`src/rtl/cflog_writer.sv`:
```
// cflog_writer: buffers control-flow events and writes src/dst word pairs into the CF-Log memory.
// Optional macro CFLOG_DROP_COUNT_EN adds the drop_cnt refused-event counter port.
module cflog_writer #(
    parameter logic [15:0] LOG_BASE   = 16'h01b0,
    parameter logic [15:0] LOG_SIZE   = 16'h0080,
    parameter int          FIFO_DEPTH = 4
) (
    input  logic        clk,
    input  logic        reset_n,
    input  logic        ev_valid,
    input  logic [15:0] ev_src,
    input  logic [15:0] ev_dst,
    output logic        ev_ready,
    output logic [15:0] log_addr,
    output logic [15:0] log_data,
    output logic        log_wen,
    output logic [15:0] log_ptr,
    output logic        log_full,
    input  logic        flush_ack
`ifdef CFLOG_DROP_COUNT_EN
    ,
    output logic [15:0] drop_cnt
`endif
);
    localparam int AW = $clog2(FIFO_DEPTH);
    typedef enum logic [1:0] {IDLE, WR_SRC, WR_DST, FULL} state_t;
    state_t state, state_n;
    logic [15:0] src_mem [FIFO_DEPTH];
    logic [15:0] dst_mem [FIFO_DEPTH];
    logic [AW:0] wr_ptr, rd_ptr, count;
    logic [15:0] wr_addr;
    logic        push, pop, flush;
    assign count    = wr_ptr - rd_ptr;
    assign ev_ready = count != (AW+1)'(FIFO_DEPTH);
    assign push     = ev_valid && ev_ready;
    assign flush    = state == FULL && flush_ack;
    assign log_full = state == FULL;
    assign wr_addr  = LOG_BASE + (log_ptr << 1);
    always_comb begin
        state_n  = state;
        pop      = 1'b0;
        log_wen  = 1'b0;
        log_addr = '0;
        log_data = '0;
        case (state)
            IDLE: state_n = count != '0 ? WR_SRC : IDLE;
            WR_SRC: begin
                log_wen  = 1'b1;
                log_addr = wr_addr;
                log_data = src_mem[rd_ptr[AW-1:0]];
                state_n  = WR_DST;
            end
            WR_DST: begin
                log_wen  = 1'b1;
                log_addr = wr_addr;
                log_data = dst_mem[rd_ptr[AW-1:0]];
                pop      = 1'b1;
                // the entry being popped this cycle does not count toward another write
                state_n  = log_ptr + 16'd1 == LOG_SIZE ? FULL :
                           count > (AW+1)'(1) ? WR_SRC : IDLE;
            end
            FULL: state_n = flush_ack ? IDLE : FULL;
            default: state_n = IDLE;
        endcase
    end
    always_ff @(posedge clk or negedge reset_n) begin
        if (!reset_n) begin
            state   <= IDLE;
            wr_ptr  <= '0;
            rd_ptr  <= '0;
            log_ptr <= '0;
        end else begin
            state   <= state_n;
            wr_ptr  <= push ? wr_ptr + 1'b1 : wr_ptr;
            rd_ptr  <= pop ? rd_ptr + 1'b1 : rd_ptr;
            log_ptr <= flush ? '0 : log_wen ? log_ptr + 16'd1 : log_ptr;
        end
    end
    always_ff @(posedge clk) begin
        if (push) begin
            src_mem[wr_ptr[AW-1:0]] <= ev_src;
            dst_mem[wr_ptr[AW-1:0]] <= ev_dst;
        end
    end
`ifdef CFLOG_DROP_COUNT_EN
    always_ff @(posedge clk or negedge reset_n) begin
        if (!reset_n)
            drop_cnt <= '0;
        else if (flush)
            drop_cnt <= '0;
        else if (ev_valid && !ev_ready && drop_cnt != 16'hffff)
            drop_cnt <= drop_cnt + 16'd1;
    end
`endif
endmodule

```
`config.mk`:
```
export PLATFORM = sky130hd
export DESIGN_NAME = cflog_writer
export DESIGN_NICKNAME = d
export VERILOG_FILES = /design/src/rtl/cflog_writer.sv
export SDC_FILE = /design/constraint.sdc
export NUM_CORES = 1
export LEC_CHECK = 0
export ABC_AREA = 1
export BUFFER_PORTS_ARGS = -buffer_cell sky130_fd_sc_hd__buf_2
export CAP_MARGIN = 20
export CORE_UTILIZATION = 60
export CTS_CLUSTER_SIZE = 16
export DETAILED_ROUTE_END_ITERATION = 8
export PLACE_DENSITY = 0.94
export SKIP_CTS_REPAIR_TIMING = 1
export SLEW_MARGIN = 20
export SYNTH_ARGS = -nofsm -noshare
export SYNTH_HDL_FRONTEND = slang
export SYNTH_SLANG_ARGS = --single-unit
```
`constraint.sdc`:
```
create_clock -name clk -period 10.4 [get_ports clk]
set_clock_uncertainty 0.2 [all_clocks]
set_input_delay 1.56 -clock clk [delete_from_list [all_inputs] [get_ports clk]]
set_output_delay 1.56 -clock clk [all_outputs]
set_load 0.05 [all_outputs]
```
# ---- Word-level counts from Yosys, hierarchy flattened
# Memory sizes are Yosys's and may differ from the RTL's.
# Index checks and enable logic that the tools add are counted.
dict set report classes {
  n_reduce_logical 6
  addsub 5
  bitwise 0
  n_shift 0
  div 0
  n_mux 13
  multipliers 0
  order_cmp 1
  eq_ne 5
}
# cell n
set ops {}
lappend ops {{16-bit two-way mux} 3}
lappend ops {{16-bit one-hot mux with 2 select lines} 1}
lappend ops {{16-bit by 1-bit adder with 16-bit output (second input constant)} 1}
lappend ops {{9-bit by 16-bit adder with 16-bit output (first input constant)} 1}
lappend ops {{16-bit by 8-bit == test with 1-bit output (second input constant)} 1}
lappend ops {{2-bit one-hot mux with 4 select lines} 1}
lappend ops {{3-bit by 1-bit adder with 3-bit output (second input constant)} 2}
lappend ops {{1-bit two-way mux} 6}
lappend ops {{2-bit == test (second input constant)} 2}
lappend ops {{2-bit two-way mux} 2}
lappend ops {{3-bit by 1-bit greater-than comparator with 1-bit output (second input constant)} 1}
lappend ops {{3-bit inequality test (second input constant)} 1}
lappend ops {{3-bit nonzero test} 1}
lappend ops {{3-bit subtractor} 1}
lappend ops {{2-bit by 1-bit == test with 1-bit output (second input constant)} 1}
lappend ops {{1-bit logical AND} 2}
lappend ops {{2-bit zero test} 1}
lappend ops {{2-bit nonzero test} 1}
lappend ops {{2-bit OR reduction} 1}
dict set report totals {
  n_memories 2
  ram_bits 128
  mem_bits_ro 0
  register_bits 24
  latch_bits 0
  out_inout_bits 51
  elab_cells 36
  inputBits 36
}
# name words word_bits rd rd_clocked_by_memory_dff write_ports line_no
set memory_table {}
lappend memory_table {dst_mem 4 16 1 0 1 29} ;# logic [15:0] dst_mem [FIFO_DEPTH];
lappend memory_table {src_mem 4 16 1 0 1 28} ;# logic [15:0] src_mem [FIFO_DEPTH];

# ---- Logic depth before layout (Yosys ltp)
# Gate-level depths: netlist of the first run.
dict set report depth {
  word_depth 5
  ltp_mapped 11
  ltp_nobuf 11
}

# ---- Worst setup path before layout of the first run
# OpenSTA, ideal clock, no wires.
dict set report synth_path {
  kind {reg-to-output}
  from {reg log_ptr[3]}
  to {out log_addr[12]}
  n_path_buf 0
  path_stages_with_launch 10
  setup_slack_ps 5734
  arrival_time_ps 2906
  t_required_ps 8640
  path_cell_list {dfrtp_1 > inv_1 > ha_1 > nor2_2 > nor2_1 > a21oi_2 > nand2_1 > clkinv_1 > a21oi_1 > a211oi_1}
}
dict set report synth_between {
  elab_chain_cells 2
}
# element line_no
set synth_lines {}
lappend synth_lines {{start, declared} 17} ;# output logic [15:0] log_ptr,
lappend synth_lines {{start signal, assigned} 76} ;# log_ptr <= flush ? '0 : log_wen ? log_ptr + 16'd1 : log_ptr;
lappend synth_lines {{9-bit by 16-bit adder with 16-bit output} 38} ;# assign wr_addr = LOG_BASE + (log_ptr << 1);
lappend synth_lines {{16-bit two-way mux} 45} ;# case (state)
lappend synth_lines {{end, declared} 14} ;# output logic [15:0] log_addr,
# No other way between the ends.

# ---- Worst setup path in the final report of the first run
dict set report layout_path {
  from {reg state[1]}
  to {out log_data[9]}
}
dict set report layout_between {
  elab_chain_cells 2
  elab_cells_between_ends 3
  classes_between {eq/ne (2); mux (1)}
}
# element line_no
set layout_lines {}
lappend layout_lines {{start, declared} 27} ;# state_t state, state_n;
lappend layout_lines {{start signal, assigned} 73} ;# state <= state_n;
lappend layout_lines {{2-bit == test or 2-bit by 1-bit == test with 1-bit output (tied branches)} 45}
lappend layout_lines {{16-bit one-hot mux with 2 select lines *} 45}
lappend layout_lines {{end, declared} 15} ;# output logic [15:0] log_data,
# Every way passes the cells marked *; elsewhere a longest branch is shown, timed or not.

==> results of run 1 <==
metrics by stage:
step                hold WS [ns]  worst slack, ns  total power, mW
finish                     0.307             5.46             2.62
global route               0.329             5.27             2.74
CTS                        0.305             5.47             2.61
detailed placement         0.295             5.93             2.01
global placement           0.275             6.05             1.96
floorplan                  0.262             5.73             1.72
sequential cells by signal (all words and copies together) (netlist names):
register  cells
dst_mem      64
log_ptr      16
rd_ptr        3
src_mem      64
state         2
wr_ptr        3
power groups by stage:
stage          Sequential, mW  Clock, mW  Combinational, mW
5_1_grt                 0.898      0.621               1.22
3_5_place_dp            0.897          0               1.11
2_1_floorplan           0.914          0              0.806
4_1_cts                 0.887      0.593               1.13
6_report                0.888      0.593               1.14
3_3_place_gp            0.885          0               1.07
cell families (layout without fill, tap and decap cells):
family,Yosys count,count (layout)
fa+ha+maj,15,15
other cells,1,3
compound gates,150,150
flops,152,152
simple gates,227,227
xor+xnor,8,8
buf+inv,67,161
worst paths after layout:
check,from,endpoint,cells after the start
max,state[1],log_data[9],5
min,wr_ptr[2],wr_ptr[2],1
max reg2reg,rd_ptr[0],src_mem[3][9],9
min reg2reg,wr_ptr[2],wr_ptr[2],1
max in group asynchronous,reset_n,rd_ptr[0],1
min in group asynchronous,reset_n,log_ptr[0],1
layout by cell type (no fill, tap or decap), types with 2 or more instances in the layout:
cell / n
sky130_fd_sc_hd__clkbuf_16: 17
sky130_fd_sc_hd__o21ai_1: 2
sky130_fd_sc_hd__o22ai_1: 42
sky130_fd_sc_hd__nand4_1: 6
sky130_fd_sc_hd__clkinv_8: 2
sky130_fd_sc_hd__nand2_1: 88
sky130_fd_sc_hd__nor2_2: 9
sky130_fd_sc_hd__buf_2: 85
sky130_fd_sc_hd__nand3_1: 21
sky130_fd_sc_hd__inv_1: 35
sky130_fd_sc_hd__edfxtp_1: 128
sky130_fd_sc_hd__o21ai_0: 76
sky130_fd_sc_hd__inv_8: 5
sky130_fd_sc_hd__xnor2_1: 2
sky130_fd_sc_hd__clkinv_1: 2
sky130_fd_sc_hd__a21oi_1: 26
sky130_fd_sc_hd__nor3_1: 2
sky130_fd_sc_hd__diode_2: 2
sky130_fd_sc_hd__a211oi_1: 2
sky130_fd_sc_hd__clkinvlp_4: 2
sky130_fd_sc_hd__ha_1: 14
sky130_fd_sc_hd__inv_6: 5
sky130_fd_sc_hd__xor2_1: 6
sky130_fd_sc_hd__nor2_1: 88
sky130_fd_sc_hd__dfrtp_1: 23
sky130_fd_sc_hd__nand2_2: 5
sky130_fd_sc_hd__buf_4: 6
layout make-up:
cell class	instances	share of cell area, %
Antenna cell	2	0.0634
Tap cell	140	2.22
Clock inverter	14	1.87
Clock buffer	18	5.44
Multi-Input combinational cell	401	26.3
Timing Repair Buffer	91	5.96
Inverter	38	1.81
Sequential cell	152	56.4
metal layers:
metal,vias up,part of all wire (%),track usage (%),wire [um]
met5,-,0,0,0
met2,286,52,51.7,8390
li1,2350,-,-,-
met1,2463,37,33.2,5940
met4,0,2.5,12.8,401
met3,38,8.2,6.93,1320
worst max-delay path, cell delays in order, from the launching register on:
cell	delay, ns
sky130_fd_sc_hd__dfrtp_1	0.39
sky130_fd_sc_hd__inv_1	0.09
sky130_fd_sc_hd__ha_1	0.60
sky130_fd_sc_hd__clkinv_1	0.83
sky130_fd_sc_hd__a21oi_1	0.49
sky130_fd_sc_hd__buf_2	0.33
==> results summary, run 1 <==
The flow ran to the end, and the final reports show no timing, DRC or antenna violations. The nature of the critical path endpoint is a primary output. The library cell with the largest summed area after synthesis is sky130_fd_sc_hd__edfxtp_1. The share of the yosys chip area belonging to registers is 65.6%. After synthesis, the netlist uses 36 different library cells. The internal power consumption came out at between 1 and 1.5 mW. The number of buffers between clock root and the deepest sink is 2. The later pin in the worst-skew pair is clocked with a latency of ~0.42 ns.

The maximum level of the CTS H-tree is 4. The number of failing setup endpoints in the final timing report came out at 0. The detailed router placed slightly above 5000 vias in this run. The setup total negative slack is 0 ns. The number of detailed-routing iterations run before antenna repair came out at 6. Among all cell types in the netlist, the one instantiated most often is sky130_fd_sc_hd__edfxtp_1. The instance area after placement is 7310 sq um. In this run the power spent charging and discharging nets is 1.21 mW.

The number of pins exceeding their max-slew limit in the final report is 0. The share of layout cells above drive strength 1 came out at 20.3%. The die is 108 um wide. The final worst-path cycle share came out at 47.5%. STA classifies the critical path startpoint as a flop.

The post-CTS clock slew at the launch and capture registers of the worst setup and hold paths is 0.07 ns. The data arrival time at the worst-slack endpoint is 3.18 ns. The power share of the sequential group is 33.9%.

The static leakage power is 3.10 nW. The remaining number of nets flagged by the antenna check after routing came out at 0. The clock net sink count came out at around 150. Measured along the y axis, the die boundary spans 108 um. Pin placement for this block handled 87 I/O pins.

The worst-margin pin slew came out at 1.04 ns. The area of the core region is 10900 sq um. The total nets after synthesis came out at approximately 670. The largest fanout on the critical path is 27. The final number of hold-violating endpoints was 0. The number of clock buffers added by TritonCTS is 17.

The placed wire-length estimate is ~9700 um. The initial antenna violation count was 1. The combinational cell fraction of total power is a little over two fifths. Of the total synthesized cell area, the portion taken by XOR and XNOR cells is 1.03%. The tree is rooted in a sky130_fd_sc_hd__clkbuf_16. The portion of total power attributed to the clock network came out at between 20% and 30%. The number of violations of the max-capacitance limit came out at 0.

The global-route wire length before repair is 25100 um. Sorting the synthesized cells by area gives the leading types as sky130_fd_sc_hd__edfxtp_1 (57%), sky130_fd_sc_hd__dfrtp_1 (8.9%), sky130_fd_sc_hd__o21ai_0 (5.6%). The final cell count without fillers is 856. The netlist area before placement came out at 6770 sq um. The share of the synthesized area in compound gates (AO/OA/AOI/OAI) came out at 12.0%.

The total track usage came out at between 20% and 30%. The final instance area came out at 7890 sq um. The critical path required time is 8.64 ns. The number of synthesized flops with an enable pin is 128. In this run switching power makes up 46.1% of total power. In the final routed layout, each cell accounts on average for 18.8 um. Based on the critical path, the design can be clocked at up to 203 MHz. The fraction of synthesized cell area taken by the top area cell type is 56.8%. The number of design rule violations left after detail routing is 0. The number of rows in the core area came out at 38. The growth of design area from synthesis to finish is 16.5%.

The total number of nets in the final design came out at 752. The average vias per placed instance came out at 6.00. For this configuration, the core starts out at a cell density of 61.9%.

Synthesis handed over a netlist of 620 instances. Setup repair after global routing left no endpoint under its margin. The layout has 697 filler cells. The routed design could run at a clock period as short as 4.94 ns. In this run the mean area of a mapped cell was 10.9 sq um. TritonCTS built the clock tree. The total congestion overflow came out at 0. The maximum resistive drop on vdd came out at 393 uV. The worst relative slew slack is 30.6%. The area of the multi-input gates is 2070 sq um.

The via count of the first global-routing pass is ~5200. The register cell area after layout came out at about 4400 sq um. The final core utilization is 72.1%.

The proportion of synthesized area in mux cells came out at 0%. The total wirelength of the detailed-routed design is about 16000 um. The number of port buffers is 85. The power density over the cells is 332 nW/um^2. The total instance count after detailed placement is 822. The number of synthesized register bits came out at 152. Across all register-to-register paths, the minimum setup slack is just over 7 ns. For this run, the number of Yosys warnings is 0.

The largest family of logic cells by synthesized area is simple AND/OR/NAND/NOR gates. For this run, asynchronously set or reset flops after synthesis account for 15.8%. The die area is 11700 sq um. Summing the areas of all and, or, nand and nor instances in the mapped netlist gives 14.4% of the synthesized area. The worst hold path belongs to the class flop to flop. The critical path in this run is classified as flop to primary output. Among all flip-flop cells after synthesis, the most frequent one is sky130_fd_sc_hd__edfxtp_1. Sorting the synthesized cells by how often they occur yields sky130_fd_sc_hd__edfxtp_1 (128), sky130_fd_sc_hd__nor2_1 (92), sky130_fd_sc_hd__nand2_1 (88). The largest net degree at the start of global routing is 69. The synthesized netlist devotes 2.88% of its cell area to adder and majority cells. The number of DRC markers in iteration 0 came out at 570.

At the end of routability-driven placement, the weighted congestion stood at 0.854.
Note: power is estimated with default switching activity, not from simulation.
==> inputs of run 2 (changes only) <==
--- a/config.mk
+++ b/config.mk
@@ -5,13 +5,13 @@
 export SDC_FILE = /design/constraint.sdc
 export NUM_CORES = 1
 export LEC_CHECK = 0
-export ABC_AREA = 1
+export ABC_AREA = 0
 export BUFFER_PORTS_ARGS = -buffer_cell sky130_fd_sc_hd__buf_2
 export CAP_MARGIN = 20
-export CORE_UTILIZATION = 60
+export CORE_UTILIZATION = 58
 export CTS_CLUSTER_SIZE = 16
 export DETAILED_ROUTE_END_ITERATION = 8
-export PLACE_DENSITY = 0.94
+export PLACE_DENSITY = 0.92
 export SKIP_CTS_REPAIR_TIMING = 1
 export SLEW_MARGIN = 20
 export SYNTH_ARGS = -nofsm -noshare
==> constraint.sdc (replaced) <==
create_clock -name clk -period 4.7 [get_ports clk]
set_clock_uncertainty 0.2 [all_clocks]
set_input_delay 0.705 -clock clk [delete_from_list [all_inputs] [get_ports clk]]
set_output_delay 0.705 -clock clk [all_outputs]
set_load 0.05 [all_outputs]
==> run 2 against run 1 <==
Setup slack worse by 4.3 ns. Clock power up 120%. Final cell count down 23%. Area after synthesis down 1.7%. Sequential cell count unchanged. Hold slack worse by 0.21 ns. Highest routed layer unchanged.
==> results summary, run 2 <==
The number of synthesized register bits came out at between 150 and 200. The via count of the first global-routing pass was between 3000 and 4000. The final worst-path cycle share came out at about 75%. The mean instance size in the synthesized netlist came out at 16.0 sq um. The number of detailed-routing iterations run before antenna repair is 4. Summing the areas of all compound-gate instances in the mapped netlist gives roughly 4.2% of the synthesized area. Counting the fill cells in the layout gives ~700. In this run the worst hold path is classified as primary input to asynchronous set/reset pin. Measured in cells, the most critical reg-to-reg path has a length of 7. The worst relative slew slack came out at 29.3%. The flow ran to the end, and the final reports show no timing, DRC or antenna violations.

TritonCTS created 17 clock buffers. The category of the worst setup path launch point is a flop. For this run, the top clock speed supported by timing is 283 MHz. The remaining number of nets flagged by the antenna check after routing came out at 0. The height of the die is 109 um. The count of pins on the block boundary is 87. Summing the areas of all fa, ha and maj instances in the mapped netlist gives 2.93% of the synthesized area. The number of pins exceeding their max-slew limit in the final report came out at 0. The share of the yosys chip area belonging to registers is 66.8%. The share of layout cells above drive strength 1 came out at 31.3%. The most frequent cell after synthesis is sky130_fd_sc_hd__edfxtp_1. The average vias per placed instance came out at 5.99.

Of the total synthesized cell area, the portion taken by XOR and XNOR cells is 3.55%. The synthesized netlist occupies a cell area of about 6700 sq um. The worst-skew pair later-pin latency came out at around 0.41 ns. The congestion estimate from routability-driven global placement came to 0.865. In the layout the commonest cells are sky130_fd_sc_hd__edfxtp_1 (128), sky130_fd_sc_hd__buf_2 (85), sky130_fd_sc_hd__mux4_2 (32), sky130_fd_sc_hd__dfrtp_1 (23), sky130_fd_sc_hd__nor2_1 (21).

The die covers 11900 sq um. Counting instances in the post-synthesis netlist gives the leading cell types as sky130_fd_sc_hd__edfxtp_1 (128), sky130_fd_sc_hd__mux4_2 (32), sky130_fd_sc_hd__dfrtp_1 (24). The worst register-to-register path begins at rd_ptr[0].

The maximum resistive drop on vdd is 696 uV. Setup repair after global routing left no endpoint under its margin. In this run, distinct cell masters in the synthesized netlist total 42. The worst-margin pin slew is 1.06 ns.

Row generation in the floorplan step produced 38 rows. For this design the ratio of total power to cell area is around 740 nW/um^2. The area of the core region is 11000 sq um. The number of buffers between clock root and the deepest sink is 2. The total number of nets in the final design is roughly 550. The data arrival time at the worst-slack endpoint came out at 2.63 ns.

Global routing consumed, over all layers together, approximately a quarter of the routing resources. The floorplan step set the die width to 109 um. STA classifies the critical path endpoint as a primary output.

The post-route worst hold slack came out at 0.101 ns. Leaving out fill and tap cells, the most frequent cell in the layout is sky130_fd_sc_hd__edfxtp_1. Wires add up to 13400 um. The maximum level of the CTS H-tree came out at 4. The setup slack on the worst flop-to-flop path is 1.67 ns. The number of violations of the max-capacitance limit came out at 0. The largest net degree at the start of global routing is 35. The clock net sink count is 152. Of all nets on the critical path, the largest fanout is 26. The final number of hold-violating endpoints is 0.

The tree is rooted in a sky130_fd_sc_hd__clkbuf_16. The post-synthesis share of cell area spent on and, or, nand and nor gates came out at 8.97%. The total nets after synthesis is 466. The total via count in the routed design came out at 3924.

The placed wire-length estimate is 7970 um. The critical path endpoint is log_data[4]. By area, the combinational part of the netlist is dominated by multiplexers.

The growth of design area from synthesis to finish came out at 16.8%. The count of mapped cells out of synthesis is slightly above 400. The static leakage power came out at 2.91 nW.

In the synthesized netlist the dominant register cell turns out to be sky130_fd_sc_hd__edfxtp_1. The effective utilization at floorplan is 60.3%. By startpoint and endpoint, the worst setup path is classified as flop to primary output. The number of failing setup endpoints in the final timing report came out at 0. The worst register-to-register path ends at dst_mem[1][13]. The proportion of synthesized area in mux cells came out at 11.5%. After clock tree synthesis, the clock-pin slew on the worst setup and hold paths is 0.06 ns. Subtracting the final worst setup slack from the clock period gives 3.54 ns. The number of DRC markers in iteration 0 came out at around 340. The most critical setup path has its startpoint at rd_ptr[0]. Buffers placed on the I/O ports in this run total 85.

The critical path required time is 3.80 ns. The biggest area contributor in the post-synthesis netlist is sky130_fd_sc_hd__edfxtp_1. The number of synthesized flops with an enable pin is 128. The total congestion overflow came out at 0. The CTS tree is yes. Yosys attributes the largest share of cell area to sky130_fd_sc_hd__edfxtp_1 (58%), sky130_fd_sc_hd__mux4_2 (11%), sky130_fd_sc_hd__dfrtp_1 (9.0%).

The mean routed wirelength per cell came out at 20.5 um. For this run, design rule violations remaining after detail routing come to 0. The Yosys step of the flow raised 0 warnings. The initial antenna violation count is 1. The share of async-settable or async-resettable flops after synthesis came out at 15.8%. The fraction of synthesized cell area taken by the top area cell type came out at between 50% and 60%.

In the final timing run, aggregate negative setup slack is 0 ns. The global-route wire length before repair came out at 20600 um.
[run 2: worst min path at each step]
stage	depth (start not counted)	endpoint	start	slack, ns
floorplan	0	log_ptr[0]	reset_n	0.21
global placement	1	wr_ptr[2]	wr_ptr[2]	0.28
detailed placement	1	wr_ptr[2]	wr_ptr[2]	0.29
CTS	1	log_ptr[14]	reset_n	0.1
global route	1	log_ptr[9]	reset_n	0.13
finish	1	log_ptr[11]	reset_n	0.10
[run 2: kinds of logic (layout without fill, tap and decap cells)]
family	Yosys count	count (layout)
AOI/OAI and AO/OA	42	42
xor gates and xnor gates	27	27
other	1	2
adders and majority gates	15	15
DFF	152	152
muxes	36	36
and+or+nand+nor	109	109
buffers and inverters	33	132
[run 2: cell type report]
| class | count | area [sq um] | share of cell area, % |
|---|---|---|---|
| inverters | 7 | 26.3 | 0.338 |
| well taps | 140 | 175 | 2.25 |
| clock buffers | 17 | 425 | 5.47 |
| multi-input cells | 230 | 2070 | 26.6 |
| clock inverters | 15 | 143 | 1.83 |
| flip-flops and latches | 152 | 4450 | 57.2 |
| diodes | 1 | 2.50 | 0.0322 |
| repair buffers | 93 | 485 | 6.24 |
[run 2: critical path: stages (launching register included)]
cell and delay [ns]:
sky130_fd_sc_hd__dfrtp_2 0.55, sky130_fd_sc_hd__buf_4 0.50, sky130_fd_sc_hd__mux4_2 0.59, sky130_fd_sc_hd__a22oi_1 0.23
sky130_fd_sc_hd__nor2b_1 0.09, sky130_fd_sc_hd__buf_2 0.22
[run 2: report_power, final]
part / leakage [nW] / switching (mW) / internal [mW]
clock: 0.265 / 0.545 / 0.738
combinational: 1.16 / 1.63 / 0.819
sequential: 1.48 / 0.182 / 1.85
total: 2.91 / 2.36 / 3.40
[run 2: layer usage]
metal	up-vias	wire (um)	track usage, %
met4	0	143	8.49
li1	1758	-	-
met3	14	949	6.46
met1	1983	5370	30.2
met5	-	0	0
met2	169	6950	41.2
[run 2: stage by stage]
| step | std cells | worst slack [ns] | total power [mW] | area (sq um) | utilization (%) |
|---|---|---|---|---|---|
| 2_1_floorplan | 415 | 0.956 | 3.87 | 6660 | - |
| 3_3_place_gp | 622 | 1.63 | 4.38 | 7200 | 65.3 |
| 3_5_place_dp | 622 | 1.55 | 4.48 | 7200 | 65.3 |
| 4_1_cts | 654 | 1.08 | 5.80 | 7770 | 70.5 |
| 5_1_grt | 654 | 0.983 | 6.02 | 7770 | 70.5 |
| 6_report | 655 | 1.16 | 5.76 | 7770 | 70.5 |
==> inputs of run 3 (changes only) <==
--- a/config.mk
+++ b/config.mk
@@ -8,10 +8,10 @@
 export ABC_AREA = 0
 export BUFFER_PORTS_ARGS = -buffer_cell sky130_fd_sc_hd__buf_2
 export CAP_MARGIN = 20
-export CORE_UTILIZATION = 58
+export CORE_UTILIZATION = 52
 export CTS_CLUSTER_SIZE = 16
 export DETAILED_ROUTE_END_ITERATION = 8
-export PLACE_DENSITY = 0.92
+export PLACE_DENSITY = 0.88
 export SKIP_CTS_REPAIR_TIMING = 1
 export SLEW_MARGIN = 20
 export SYNTH_ARGS = -nofsm -noshare
==> constraint.sdc (replaced) <==
create_clock -name clk -period 3.1 [get_ports clk]
set_clock_uncertainty 0.2 [all_clocks]
set_input_delay 0.465 -clock clk [delete_from_list [all_inputs] [get_ports clk]]
set_output_delay 0.465 -clock clk [all_outputs]
set_load 0.05 [all_outputs]
==> run 3 against run 2 <==
Sequential share of layout area down 0.95 points. Routed wire length fell by 3.2%. Sequential cell count unchanged. Die area rose by 11%. Global-route usage fell by 3.1 points. Critical path depth increased by 1. Clock power grew 47%. Largest cell class unchanged.
==> results summary, run 3 (synthesis results as in run 2) <==
The path class of the tightest hold or removal check is primary input to flop. The setup total negative slack is 0 ns. The number of rows in the core area came out at 40.

STA classifies the critical path endpoint as a primary output. In this run the most critical hold path is launched from ev_src[1]. The initial utilization of the core area, before any placement, comes to a little over half. The total congestion overflow came out at 0.

The final critical-path required period came out at 2.95 ns. The initial antenna violation count came out at 0. The area of the core region came out at 12300 sq um. The cell count along the critical path is 6. The final number of hold-violating endpoints came out at 0. The clock net sink count came out at around 150. The delay of the slowest critical-path stage came out at approximately 0.50 ns.

In this run, CTS created clock tree buffers numbering 17. The share of layout cells above drive strength 1 is between 30% and 40%. Compared with the post-synthesis result, the final layout area differs by 18.9%. The category of the worst setup path launch point is a flop. The mean routed wirelength per cell is ~19 um.

The setup slack on the worst flop-to-flop path came out at ~0.30 ns. The count of pins on the block boundary is 87. The first global-routing pass estimated 20500 um of wire.

The kind of cell with the highest combined delay along the critical path is simple AND/OR/NAND/NOR gates. Along the worst path, the maximum fanout reaches 8. The critical path goes through nand2_1 > nor2_2 > nand3_1 > or3_1 > a21boi_2 > buf_2. Setup repair after global routing left no endpoint under its margin. The final antenna diode count came out at 0. Setup violations remaining at the end of the flow were counted as 0.

The number of cells on the worst reg-to-reg path is 9. The die area is 13300 sq um. The total via count in the routed design came out at 3925. The remaining number of nets flagged by the antenna check after routing came out at 0.

The largest net degree at the start of global routing came out at 35. The number of buffers between clock root and the deepest sink is 2. The run finished with clean final reports. Across the VDD grid, the largest voltage drop is 1020 uV. The cell depth of the worst min-delay path came out at 1.

Dividing total power by cell area gives a power density of 1110 nW/um^2. In this run the critical register-to-register path is launched from wr_ptr[0]. The total wirelength of the detailed-routed design is 13000 um.

The final worst-path cycle share came out at 95.2%. The average vias per placed instance is 5.73. The H-tree generated during clock tree synthesis spans 4 levels. The wire-length estimate of the detail-placed layout is between 7000 and 8000 um. The number of pins exceeding their max-slew limit in the final report is 0. The post-route worst hold slack is 0.0632 ns. The library cell used most frequently in the layout, excluding fill and tap cells, is sky130_fd_sc_hd__edfxtp_1.

The via count of the first global-routing pass came out at 4035. The endpoint identified for the worst register-to-register timing path is src_mem[3][7]. The die width came out at ~120 um.

By startpoint and endpoint, the worst setup path is classified as flop to primary output. The post-placement setup slack is 0.417 ns. The total track usage came out at 21.2%. The number of violations of the max-capacitance limit came out at 0.

The static leakage power came out at 2.95 nW. Routability-driven placement finished with a final weighted congestion of 0.841. The worst-margin pin slew came out at about 0.57 ns. In this run the vertical extent of the chip is 115 um.

Leaving out fill and tap cells, the most frequent cells in the layout are sky130_fd_sc_hd__edfxtp_1 (128), sky130_fd_sc_hd__buf_2 (83), sky130_fd_sc_hd__mux4_2 (32), sky130_fd_sc_hd__dfrtp_1 (21). The number of DRC markers in iteration 0 is 311. The worst relative slew slack is approximately three fifths. The path with the worst hold slack has its endpoint at src_mem[1][1].

The tree is rooted in a sky130_fd_sc_hd__clkbuf_16. The number of buffers and inverters on the critical path is 1. The highest clock frequency the design can meet is around 340 MHz. The number of port buffers is 85. The total number of nets in the final design is 556. The post-CTS clock slew at the launch and capture registers of the worst setup and hold paths came out at 0.06 ns. Data on the critical path is required at its endpoint by between 2 and 2.5 ns. The first TritonRoute pass finished after 4 iterations. The CTS tree is yes.

For the worst setup path, the data arrival time is between 2 and 2.5 ns. The worst path setup slack after routing came out at between 0.1 and 0.15 ns. The number of design rule violations left after detail routing came out at 0. The slowest stage of the critical path is the sky130_fd_sc_hd__dfrtp_1 cell. The worst-skew pair later-pin latency is 0.41 ns.
==> run 3: worst max path at each step <==
stage               startpoint             to
finish              log_ptr[9]   log_addr[15]
global route         wr_ptr[0]       ev_ready
CTS                  wr_ptr[0]       ev_ready
detailed placement   wr_ptr[0]  src_mem[3][6]
global placement     wr_ptr[0]  dst_mem[3][6]
floorplan           log_ptr[3]   log_addr[14]
==> run 3: stage by stage <==
stage | cell area, sq um | power (mW) | utilization (%) | instances
final | 7910 | 8.75 | 64.5 | 685
after global routing | 7910 | 9.18 | 64.5 | 685
after CTS | 7880 | 8.78 | 64.3 | 683
after detailed placement | 7340 | 6.90 | 59.8 | 652
after global placement | 7340 | 6.76 | 59.8 | 652
after floorplan | 6680 | 5.87 | - | 415
==> run 3: routing by layer <==
layer,track usage [%],part of all wire [%]
met1,25.5,40
met2,37.4,52
met3,5.64,6.9
met4,6.75,1.0
met5,0,0
==> run 3: final cells by class <==
cell class                      count  area, sq um
Sequential cell                   152         4450
Fill cell                         847         4350
Multi-Input combinational cell    230         2100
Timing Repair Buffer               97          589
Clock buffer                       17          425
Tap cell                          168          210
Clock inverter                     14          115
Inverter                            7         26.3
==> run 3: worst register-to-register path, cell delays in order (launching register included) <==
cell,delay (ns)
sky130_fd_sc_hd__dfrtp_1,0.39
sky130_fd_sc_hd__inv_2,0.08
sky130_fd_sc_hd__ha_1,0.22
sky130_fd_sc_hd__fa_1,0.38
sky130_fd_sc_hd__xor2_1,0.16
sky130_fd_sc_hd__xnor2_1,0.24
sky130_fd_sc_hd__nand3b_1,0.21
sky130_fd_sc_hd__buf_4,0.15
sky130_fd_sc_hd__and3_2,0.21
sky130_fd_sc_hd__buf_12,0.22
==> run 3: report_power, final <==
group          total (mW)  leakage, nW  internal, mW  switching [mW]
clock network        1.88        0.262          1.04           0.836
registers            3.04         1.48          2.80           0.247
logic                3.83         1.20          1.36            2.46
